<file path="src/rtl/pcw_mem_arbiter.sv">
// Slot-timed arbiter: CPU, video, FDC DMA and refresh sharing one memory port.
// Define PCW_MEM_ARB_TIMEOUT_EN to build in the BUSY watchdog.
module pcw_mem_arbiter #(
   parameter int ADDR_W         = 19,
   parameter int REFRESH_FRAMES = 64,
   parameter int TIMEOUT_CLKS   = 32
) (
   input  logic              clk,
   input  logic              reset,
   input  logic              frame_sync,
   input  logic              cpu_req,
   input  logic              cpu_we,
   input  logic [ADDR_W-1:0] cpu_addr,
   input  logic [7:0]        cpu_wdata,
   output logic [7:0]        cpu_rdata,
   output logic              cpu_ack,
   input  logic              vid_req,
   input  logic [ADDR_W-1:0] vid_addr,
   output logic [7:0]        vid_rdata,
   output logic              vid_ack,
   input  logic              fdc_req,
   input  logic              fdc_we,
   input  logic [ADDR_W-1:0] fdc_addr,
   input  logic [7:0]        fdc_wdata,
   output logic [7:0]        fdc_rdata,
   output logic              fdc_ack,
   output logic              mem_req,
   output logic              mem_we,
   output logic              mem_refresh,
   output logic [ADDR_W-1:0] mem_addr,
   output logic [7:0]        mem_wdata,
   input  logic              mem_ack,
   input  logic [7:0]        mem_rdata,
   output logic              timeout_err
);

   localparam logic S_IDLE = 1'b0;
   localparam logic S_BUSY = 1'b1;

   localparam logic [1:0] O_CPU = 2'd0;
   localparam logic [1:0] O_VID = 2'd1;
   localparam logic [1:0] O_FDC = 2'd2;
   localparam logic [1:0] O_REF = 2'd3;

   localparam logic [7:0] FRM_LAST = 8'(REFRESH_FRAMES - 1);

   logic              state_q, state_d;
   logic [3:0]        slot_q;
   logic              synced_q;
   logic [7:0]        frm_q;
   logic              pend_q, pend_d;
   logic [1:0]        owner_q, owner_d;
   logic              we_q, we_d;
   logic              ref_q, ref_d;
   logic [ADDR_W-1:0] addr_q, addr_d;
   logic [7:0]        wdata_q, wdata_d;
   logic [7:0]        cpu_rd_q, cpu_rd_d;
   logic [7:0]        vid_rd_q, vid_rd_d;
   logic [7:0]        fdc_rd_q, fdc_rd_d;
   logic              cpu_ack_q, cpu_ack_d;
   logic              vid_ack_q, vid_ack_d;
   logic              fdc_ack_q, fdc_ack_d;

   logic gnt_a, gnt_b;
   logic cpu_el, vid_el, fdc_el;
   logic win_cpu, win_vid, win_fdc, win_ref;
   logic done, keep_rd;
   logic [7:0] done_data;

`ifdef PCW_MEM_ARB_TIMEOUT_EN
   localparam int WD_W = $clog2(TIMEOUT_CLKS + 1);
   localparam logic [WD_W-1:0] WD_LAST = WD_W'(TIMEOUT_CLKS - 1);
   logic [WD_W-1:0] wd_q, wd_d;
   logic            to_q, to_d;
`endif

   assign gnt_a = frame_sync;
   assign gnt_b = synced_q && (slot_q == 4'd8) && !frame_sync;

   // an ack still showing means the request line is stale
   assign cpu_el = cpu_req && !cpu_ack_q;
   assign vid_el = vid_req && !vid_ack_q;
   assign fdc_el = fdc_req && !fdc_ack_q;

   always_comb begin
      win_cpu = 1'b0;
      win_vid = 1'b0;
      win_fdc = 1'b0;
      win_ref = 1'b0;
      if (state_q == S_IDLE) begin
         if (gnt_a) begin
            if (pend_q)      win_ref = 1'b1;
            else if (cpu_el) win_cpu = 1'b1;
            else if (fdc_el) win_fdc = 1'b1;
            else if (vid_el) win_vid = 1'b1;
         end else if (gnt_b) begin
            if (vid_el)      win_vid = 1'b1;
            else if (fdc_el) win_fdc = 1'b1;
            else if (cpu_el) win_cpu = 1'b1;
            else if (pend_q) win_ref = 1'b1;
         end
      end
   end

   always_comb begin
      state_d   = state_q;
      owner_d   = owner_q;
      we_d      = we_q;
      ref_d     = ref_q;
      addr_d    = addr_q;
      wdata_d   = wdata_q;
      cpu_rd_d  = cpu_rd_q;
      vid_rd_d  = vid_rd_q;
      fdc_rd_d  = fdc_rd_q;
      cpu_ack_d = 1'b0;
      vid_ack_d = 1'b0;
      fdc_ack_d = 1'b0;
      done      = 1'b0;
      done_data = mem_rdata;
      keep_rd   = we_q;
`ifdef PCW_MEM_ARB_TIMEOUT_EN
      wd_d      = wd_q;
      to_d      = to_q;
`endif
      pend_d = pend_q;
      if (win_ref)
         pend_d = 1'b0;
      if (frame_sync && (frm_q == FRM_LAST))
         pend_d = 1'b1;

      case (state_q)
         S_IDLE: begin
            if (win_ref || win_cpu || win_fdc || win_vid) begin
               state_d = S_BUSY;
               we_d    = 1'b0;
               ref_d   = 1'b0;
               addr_d  = '0;
               wdata_d = '0;
`ifdef PCW_MEM_ARB_TIMEOUT_EN
               wd_d    = '0;
`endif
               if (win_ref) begin
                  owner_d = O_REF;
                  ref_d   = 1'b1;
               end else if (win_cpu) begin
                  owner_d = O_CPU;
                  we_d    = cpu_we;
                  addr_d  = cpu_addr;
                  wdata_d = cpu_wdata;
               end else if (win_fdc) begin
                  owner_d = O_FDC;
                  we_d    = fdc_we;
                  addr_d  = fdc_addr;
                  wdata_d = fdc_wdata;
               end else begin
                  owner_d = O_VID;
                  addr_d  = vid_addr;
               end
            end
         end
         default: begin
            if (mem_ack) begin
               done = 1'b1;
`ifdef PCW_MEM_ARB_TIMEOUT_EN
            end else if (wd_q == WD_LAST) begin
               done      = 1'b1;
               done_data = 8'hFF;
               keep_rd   = 1'b0;
               to_d      = 1'b1;
            end else begin
               wd_d = wd_q + 1'b1;
`endif
            end
            if (done) begin
               state_d = S_IDLE;
               case (owner_q)
                  O_CPU: begin
                     cpu_ack_d = 1'b1;
                     if (!keep_rd) cpu_rd_d = done_data;
                  end
                  O_VID: begin
                     vid_ack_d = 1'b1;
                     if (!keep_rd) vid_rd_d = done_data;
                  end
                  O_FDC: begin
                     fdc_ack_d = 1'b1;
                     if (!keep_rd) fdc_rd_d = done_data;
                  end
                  default: ;
               endcase
            end
         end
      endcase
   end

   always_ff @(posedge clk or posedge reset) begin
      if (reset) begin
         slot_q   <= '0;
         synced_q <= 1'b0;
         frm_q    <= '0;
      end else if (frame_sync) begin
         slot_q   <= 4'd1;
         synced_q <= 1'b1;
         frm_q    <= (frm_q == FRM_LAST) ? 8'd0 : frm_q + 8'd1;
      end else begin
         slot_q   <= slot_q + 4'd1;
      end
   end

   always_ff @(posedge clk or posedge reset) begin
      if (reset) begin
         state_q   <= S_IDLE;
         pend_q    <= 1'b0;
         owner_q   <= O_CPU;
         we_q      <= 1'b0;
         ref_q     <= 1'b0;
         addr_q    <= '0;
         wdata_q   <= '0;
         cpu_rd_q  <= '0;
         vid_rd_q  <= '0;
         fdc_rd_q  <= '0;
         cpu_ack_q <= 1'b0;
         vid_ack_q <= 1'b0;
         fdc_ack_q <= 1'b0;
      end else begin
         state_q   <= state_d;
         pend_q    <= pend_d;
         owner_q   <= owner_d;
         we_q      <= we_d;
         ref_q     <= ref_d;
         addr_q    <= addr_d;
         wdata_q   <= wdata_d;
         cpu_rd_q  <= cpu_rd_d;
         vid_rd_q  <= vid_rd_d;
         fdc_rd_q  <= fdc_rd_d;
         cpu_ack_q <= cpu_ack_d;
         vid_ack_q <= vid_ack_d;
         fdc_ack_q <= fdc_ack_d;
      end
   end

`ifdef PCW_MEM_ARB_TIMEOUT_EN
   always_ff @(posedge clk or posedge reset) begin
      if (reset) begin
         wd_q <= '0;
         to_q <= 1'b0;
      end else begin
         wd_q <= wd_d;
         to_q <= to_d;
      end
   end

   assign timeout_err = to_q;
`else
   // watchdog absent: flag is constant low
   assign timeout_err = (TIMEOUT_CLKS < 0);
`endif

   assign mem_req     = state_q;
   assign mem_we      = we_q;
   assign mem_refresh = ref_q;
   assign mem_addr    = addr_q;
   assign mem_wdata   = wdata_q;
   assign cpu_rdata   = cpu_rd_q;
   assign vid_rdata   = vid_rd_q;
   assign fdc_rdata   = fdc_rd_q;
   assign cpu_ack     = cpu_ack_q;
   assign vid_ack     = vid_ack_q;
   assign fdc_ack     = fdc_ack_q;

endmodule

</file>
<file path="config.mk">
export PLATFORM = sky130hd
export DESIGN_NAME = pcw_mem_arbiter
export DESIGN_NICKNAME = d
export VERILOG_FILES = /design/src/rtl/pcw_mem_arbiter.sv
export SDC_FILE = /design/constraint.sdc
export NUM_CORES = 1
export LEC_CHECK = 0
export ABC_AREA = 0
export CAP_MARGIN = 20
export CORE_MARGIN = 2
export CORE_UTILIZATION = 46
export DETAILED_ROUTE_END_ITERATION = 10
export GPL_ROUTABILITY_DRIVEN = 0
export PLACE_DENSITY = 0.91
export SYNTH_ARGS = -nofsm -noshare
export SYNTH_HDL_FRONTEND = slang
export SYNTH_SLANG_ARGS = --single-unit
</file>
<file path="constraint.sdc">
create_clock -name clk -period 5.2 [get_ports clk]
set_input_delay 1.3 -clock clk [delete_from_list [all_inputs] [get_ports clk]]
set_output_delay 1.3 -clock clk [all_outputs]
set_load 0.005 [all_outputs]
</file>
After elaboration in Yosys (flattened, before gate mapping)
Cells that the tools add are included.
W data, S select, Z words.
{"block": "word_totals", "reg_bits": 73, "output_inout_bits": 58, "word_cells": 102}
{"block": "op_classes", "n_addsub": 2, "n_eq_ne": 4, "n_mux": 59, "n_bitwise": 2, "reduce_logical": 19}
{"operator": "$mux W19", "count": 3}
{"operator": "$mux W1", "count": 48}
{"operator": "$mux W8", "count": 4}
{"operator": "$reduce_and A4 Y1", "count": 3}
{"operator": "$add A8 B1 Y8 const B", "count": 1}
{"operator": "$eq A8 B6 Y1 const B", "count": 1}
{"operator": "$logic_and A1 B1 Y1", "count": 6}
{"operator": "$mux W2", "count": 3}
{"operator": "$add A4 B1 Y4 const B", "count": 1}
{"operator": "$eq A4 B4 Y1 const B", "count": 1}
{"operator": "$logic_not A1 Y1", "count": 4}
{"operator": "$mux W4", "count": 1}
{"operator": "$logic_or A1 B1 Y1", "count": 3}
{"operator": "$eq A2 B1 Y1 const B", "count": 1}
{"operator": "$eq A2 B2 Y1 const B", "count": 1}
{"operator": "$logic_not A2 Y1", "count": 1}
{"operator": "$not A1 Y1", "count": 2}
{"operator": "$reduce_and A2 Y1", "count": 1}
{"operator": "$reduce_bool A2 Y1", "count": 1}

Depth between registers and ports, before layout
{"block": "logic_depth", "ltp_word": 13, "depth_mapped": 9}

Worst setup path before layout
No wires, ideal clock.
{"block": "synth_timing", "path_type": "input -> register", "from": "in fdc_req", "to": "reg addr_q[0], in the netlist mem_addr[0]", "t_arrival_ns": 2.455, "slack_ns": 2.679, "cell_stages": 7, "cell_sequence": "nor2b_2 clkbuf_4 o41ai_4 buf_6 nand3_1 a21oi_1 a221o_1"}
{"block": "synth_via", "elab_chain_len": 10, "elab_cells_between_ends": 30, "classes_between": "mux: 25; reduce/logical: 5"}
{"item": "start, declared", "line": "21", "source": "input logic fdc_req,"}
{"item": "$logic_and A1 B1 Y1 *", "line": "83", "source": "assign fdc_el = fdc_req && !fdc_ack_q;"}
{"item": "$mux W1", "line": "98", "source": "else if (fdc_el) win_fdc = 1'b1;"}
{"item": "$mux W1", "line": "97", "source": "if (vid_el) win_vid = 1'b1;"}
{"item": "$mux W1", "line": "96", "source": "end else if (gnt_b) begin"}
{"item": "$mux W1", "line": "91", "source": "if (gnt_a) begin"}
{"item": "$mux W1", "line": "90", "source": "if (state_q == S_IDLE) begin"}
{"item": "$logic_or A1 B1 Y1 (3 in a row)", "line": "133", "source": "if (win_ref || win_cpu || win_fdc || win_vid) begin"}
{"item": "$reduce_and A2 Y1 (no source line)"}
{"item": "end signal, assigned", "line": "231", "source": "addr_q <= addr_d;"}
{"item": "end, declared", "line": "55", "source": "logic [ADDR_W-1:0] addr_q, addr_d;"}
Mark *: on every way between the ends. The rest lies on a longest branch, timed or not.
A chain may end at the register's enable or synchronous reset.

Worst setup path after layout
{"block": "layout_timing", "from": "in frame_sync", "to": "reg wdata_q[0], in the netlist mem_wdata[0]"}
{"block": "layout_via", "elab_chain_len": 9, "elab_cells_between_ends": 21, "classes_between": "mux: 15; reduce/logical: 6"}
{"item": "start, declared", "line": "10", "source": "input logic frame_sync,"}
{"item": "$logic_not A1 Y1", "line": "78", "source": "assign gnt_b = synced_q && (slot_q == 4'd8) && !frame_sync;"}
{"item": "$logic_and A1 B1 Y1", "line": "78"}
{"item": "$mux W1", "line": "96"}
{"item": "$mux W1", "line": "91"}
{"item": "$mux W1", "line": "90"}
{"item": "$logic_or A1 B1 Y1 (3 in a row)", "line": "133"}
{"item": "$reduce_and A2 Y1 (no source line)"}
{"item": "end signal, assigned", "line": "232", "source": "wdata_q <= wdata_d;"}
{"item": "end, declared", "line": "56", "source": "logic [7:0] wdata_q, wdata_d;"}
Several ways; a longest one is shown, not always the timed one.

==> results.yml <==
route:
  dr.pass1.iters: 4
  wl_um: 10100
  drt-initial-drc-count: 147
  viasPerCell: 5.65
  detail_route.wl_per_cell_um: 18.4
  drt.antenna.violating_nets: 0
  num_vias: 3087
  drc_errors: 0
pwr:
  p_int_mw: 1.70
  total_power_mw: 2.48
  power_frac_comb_pct: 41.5
  sw_frac_of_total_pct: 31.4
  irDropWorstVdd_mv: 0.390
  pwr-share-clk_pct: 18.3
  p_sw_uw: 777
  p_leak_nw: 2.13
  p_seq_share_pct: 40.2
  power.density_nw_per_um2: 476
hold_path:
  hp-start: "mem_refresh"
  worstHoldPathCells: 1
  hold_path_class: "reg -> reg"
  hold_end: "mem_refresh"
yosys:
  syn_avg_cell_area_um2: 11.7
  ys_warn_count: 0
  ys.flop_type: "dfrtp_1"
  synth_edf_count: 0
  syn-cell-area_um2: 3520
  yosysSeqAreaShare_pct: 51.9
  synth_area_leaders: "dfrtp_1 52%, mux2_2 8.3%, a221o_1 8.0%"
  synth_top_area_cell: "dfrtp_1"
  netlist_instances: 300
  ys_seq_elements: 73
  async_reset_ff_share_pct: 100
  synth_nets: 393
  synth_cell_types: 47
  synth_top_cell_area_share_pct: 51.9
setup_path:
  rr_worst_depth: 4
  start_kind: "input port"
  crit_chain: "clkdlybuf4s50_1 > inv_2 > nor2_1 > nand2_1 > a211oi_4 > buf_4 > a221o_1"
  cp_max_fo: 18
  slowest_stage: "clkdlybuf4s50_1"
  crit_type: "in -> reg"
  cp_top_family: "buffers and inverters"
  arrival_ns: 3.65
  worstPathRequired_ns: 5.48
  cp_num_buf_inv: 3
  reg2reg_from: "mem_req"
  ff2ff_setup_slack_ns: 2.80
  r2r-end: "fdc_rdata[4]"
  cp-end-kind: "flop"
  slowest_delay_ns: 0.91
die:
  num_io_pins: 148
  num_rows: 31
  core_area_um2: 7330
  dieHeight_um: 91.5
  start_util_pct: 48.0
  die_w_um: 91.5
  die-area_um2: 8370
sta:
  hold_viol: 0
  period_minus_slack_ns: 3.37
  rsz0062_at_grt: "false"
  skew_ns: 0.0117
  worst_slack_ns: 1.83
  max_freq_mhz: 297
  setup_tns_ns: 0
  period_share_pct: 64.8
  max-slew-margin-rel_pct: 26.9
  drv_slew: 0
  setup_viol: 0
  worst_pin_slew_ns: 1.10
grt:
  grt_pass1_vias: 3306
  grt_pass1_wl_um: 16000
  gr-total-overflow: 0
  grt_start_max_net_pins: 53
  track_usage_pct: 24.2
  antenna_found_initial: 0
clock_tree:
  cts-root-buf: "clkbuf_8"
  cts_buffers: 9
  clock_sinks: 73
  clk_pin_slew_ns: 0.08
  cts.htree.levels: 3
  ctsHoldBuffers: 0
  cts_tree: "done"
  cts_resized: 0
  clockBufferDepth: 2
  clock_latency_ns: 0.35
  cts_setup_buffers: 0
run:
  maxCapViolations: 0
layout:
  finalNetCount: 535
  instances_no_fill: 546
  drive_gt1_share_pct: 15.7
  n_fill_cell: 493
  area_growth_pct: 47.7
  antennaDiodeCount: 0
placement:
  hpwl_um: 7400
  place_ws_ns: 1.48
  dp_cells: 528
  io_buffers: 146
outcome:
  status: "completed"
placed cells by master, fill, tap and decap left out, types with 2 or more instances in the layout:
cell type / instances
a21oi_1: 25
a221o_1: 28
a31oi_1: 2
and3_2: 8
buf_4: 4
clkbuf_8: 9
clkdlybuf4s50_1: 146
clkinvlp_4: 2
dfrtp_1: 73
ha_1: 3
inv_1: 4
inv_2: 2
inv_6: 3
mux2_2: 26
nand2_1: 8
nand2b_1: 5
nand3_1: 22
nand4_1: 2
nor2_1: 9
nor2_2: 2
nor2b_1: 5
nor3_1: 2
nor3b_1: 2
o21ai_0: 16
o21ai_1: 6
o21ai_2: 2
o31a_1: 2
o31ai_1: 2
xnor2_1: 4
xor2_1: 3
flip-flops by register name, summed over array words and instances (netlist names), 2 cells and up:
signal,flops
mem_addr,19
cpu_rdata,8
fdc_rdata,8
frm_q,8
mem_wdata,8
vid_rdata,8
slot_q,4
owner_q,2
power groups by stage:
stage / Sequential [mW] / Clock (mW) / Combinational (mW)
global placement: 0.984 / 0 / 0.987
global route: 1.02 / 0.482 / 1.10
finish: 0.995 / 0.454 / 1.03
detailed placement: 0.997 / 0 / 1.03
floorplan: 0.978 / 0 / 0.441
CTS: 0.994 / 0.462 / 1.03
through the flow:
| stage | cell area (um^2) | utilization (%) | hold WS [ns] |
|---|---|---|---|
| 2_1_floorplan | 3520 | - | 0.456 |
| 3_3_place_gp | 4970 | 67.8 | 0.463 |
| 3_5_place_dp | 4970 | 67.8 | 0.470 |
| 4_1_cts | 5170 | 70.5 | 0.489 |
| 5_1_grt | 5200 | 71.0 | 0.514 |
| 6_report | 5200 | 71.0 | 0.488 |
area by class of cell:
cell class,instances,area [um^2],share of cell area [%]
repair buffers,152,1530,29.3
well taps,99,124,2.38
clock buffers,9,124,2.38
flip-flops and latches,73,1830,35.1
multi-input cells,200,1500,28.9
inverters,6,22.5,0.433
clock inverters,7,76.3,1.47
Yosys cell counts, types with 2 or more instances:
cell type and number:
nor2b_1 5, nand2b_1 5, nor2_1 10, clkbuf_8 2, a221o_1 28, ha_1 3, o21ai_0 17, nor3_1 2
a31oi_1 2, buf_2 5, buf_4 3, a21oi_1 25, nand3_1 22, mux2_2 26, nand2_1 8, o21ai_2 2
and3_2 8, buf_6 8, clkbuf_1 2, o21ai_1 5, o31a_1 2, xnor2_1 4, dfrtp_1 73, xor2_1 3
inv_1 5, nor3b_1 2, nand4_1 2, o31ai_1 2
per-layer routing:
layer  wire length, um  global-route usage, %
met5                 0                      0
met4               369                   11.0
met3               746                   9.38
met2              5170                   42.4
met1              3780                   25.6
worst max-delay path by stage:
stage	startpoint	end	cells after the start
after floorplan	reset	cpu_ack	1
after global placement	frame_sync	mem_addr[15]	7
after detailed placement	frame_sync	mem_wdata[0]	7
after CTS	frame_sync	mem_wdata[0]	7
after global routing	frame_sync	mem_addr[11]	7
final	frame_sync	mem_wdata[0]	7
cell families (layout without fill, tap and decap cells):
| family | Yosys count | after routing | share of synthesized area, % |
|---|---|---|---|
| flops | 73 | 73 | 51.9 |
| compound gates | 90 | 90 | 18.8 |
| buf+inv | 27 | 174 | 5.76 |
| fa+ha+maj | 3 | 3 | 1.07 |
| other cells | 1 | 1 | 0.106 |
| simple gates | 73 | 73 | 12.4 |
| xor+xnor | 7 | 7 | 1.74 |
| mux | 26 | 26 | 8.31 |
No activity file was read; power rests on OpenSTA's default activity.
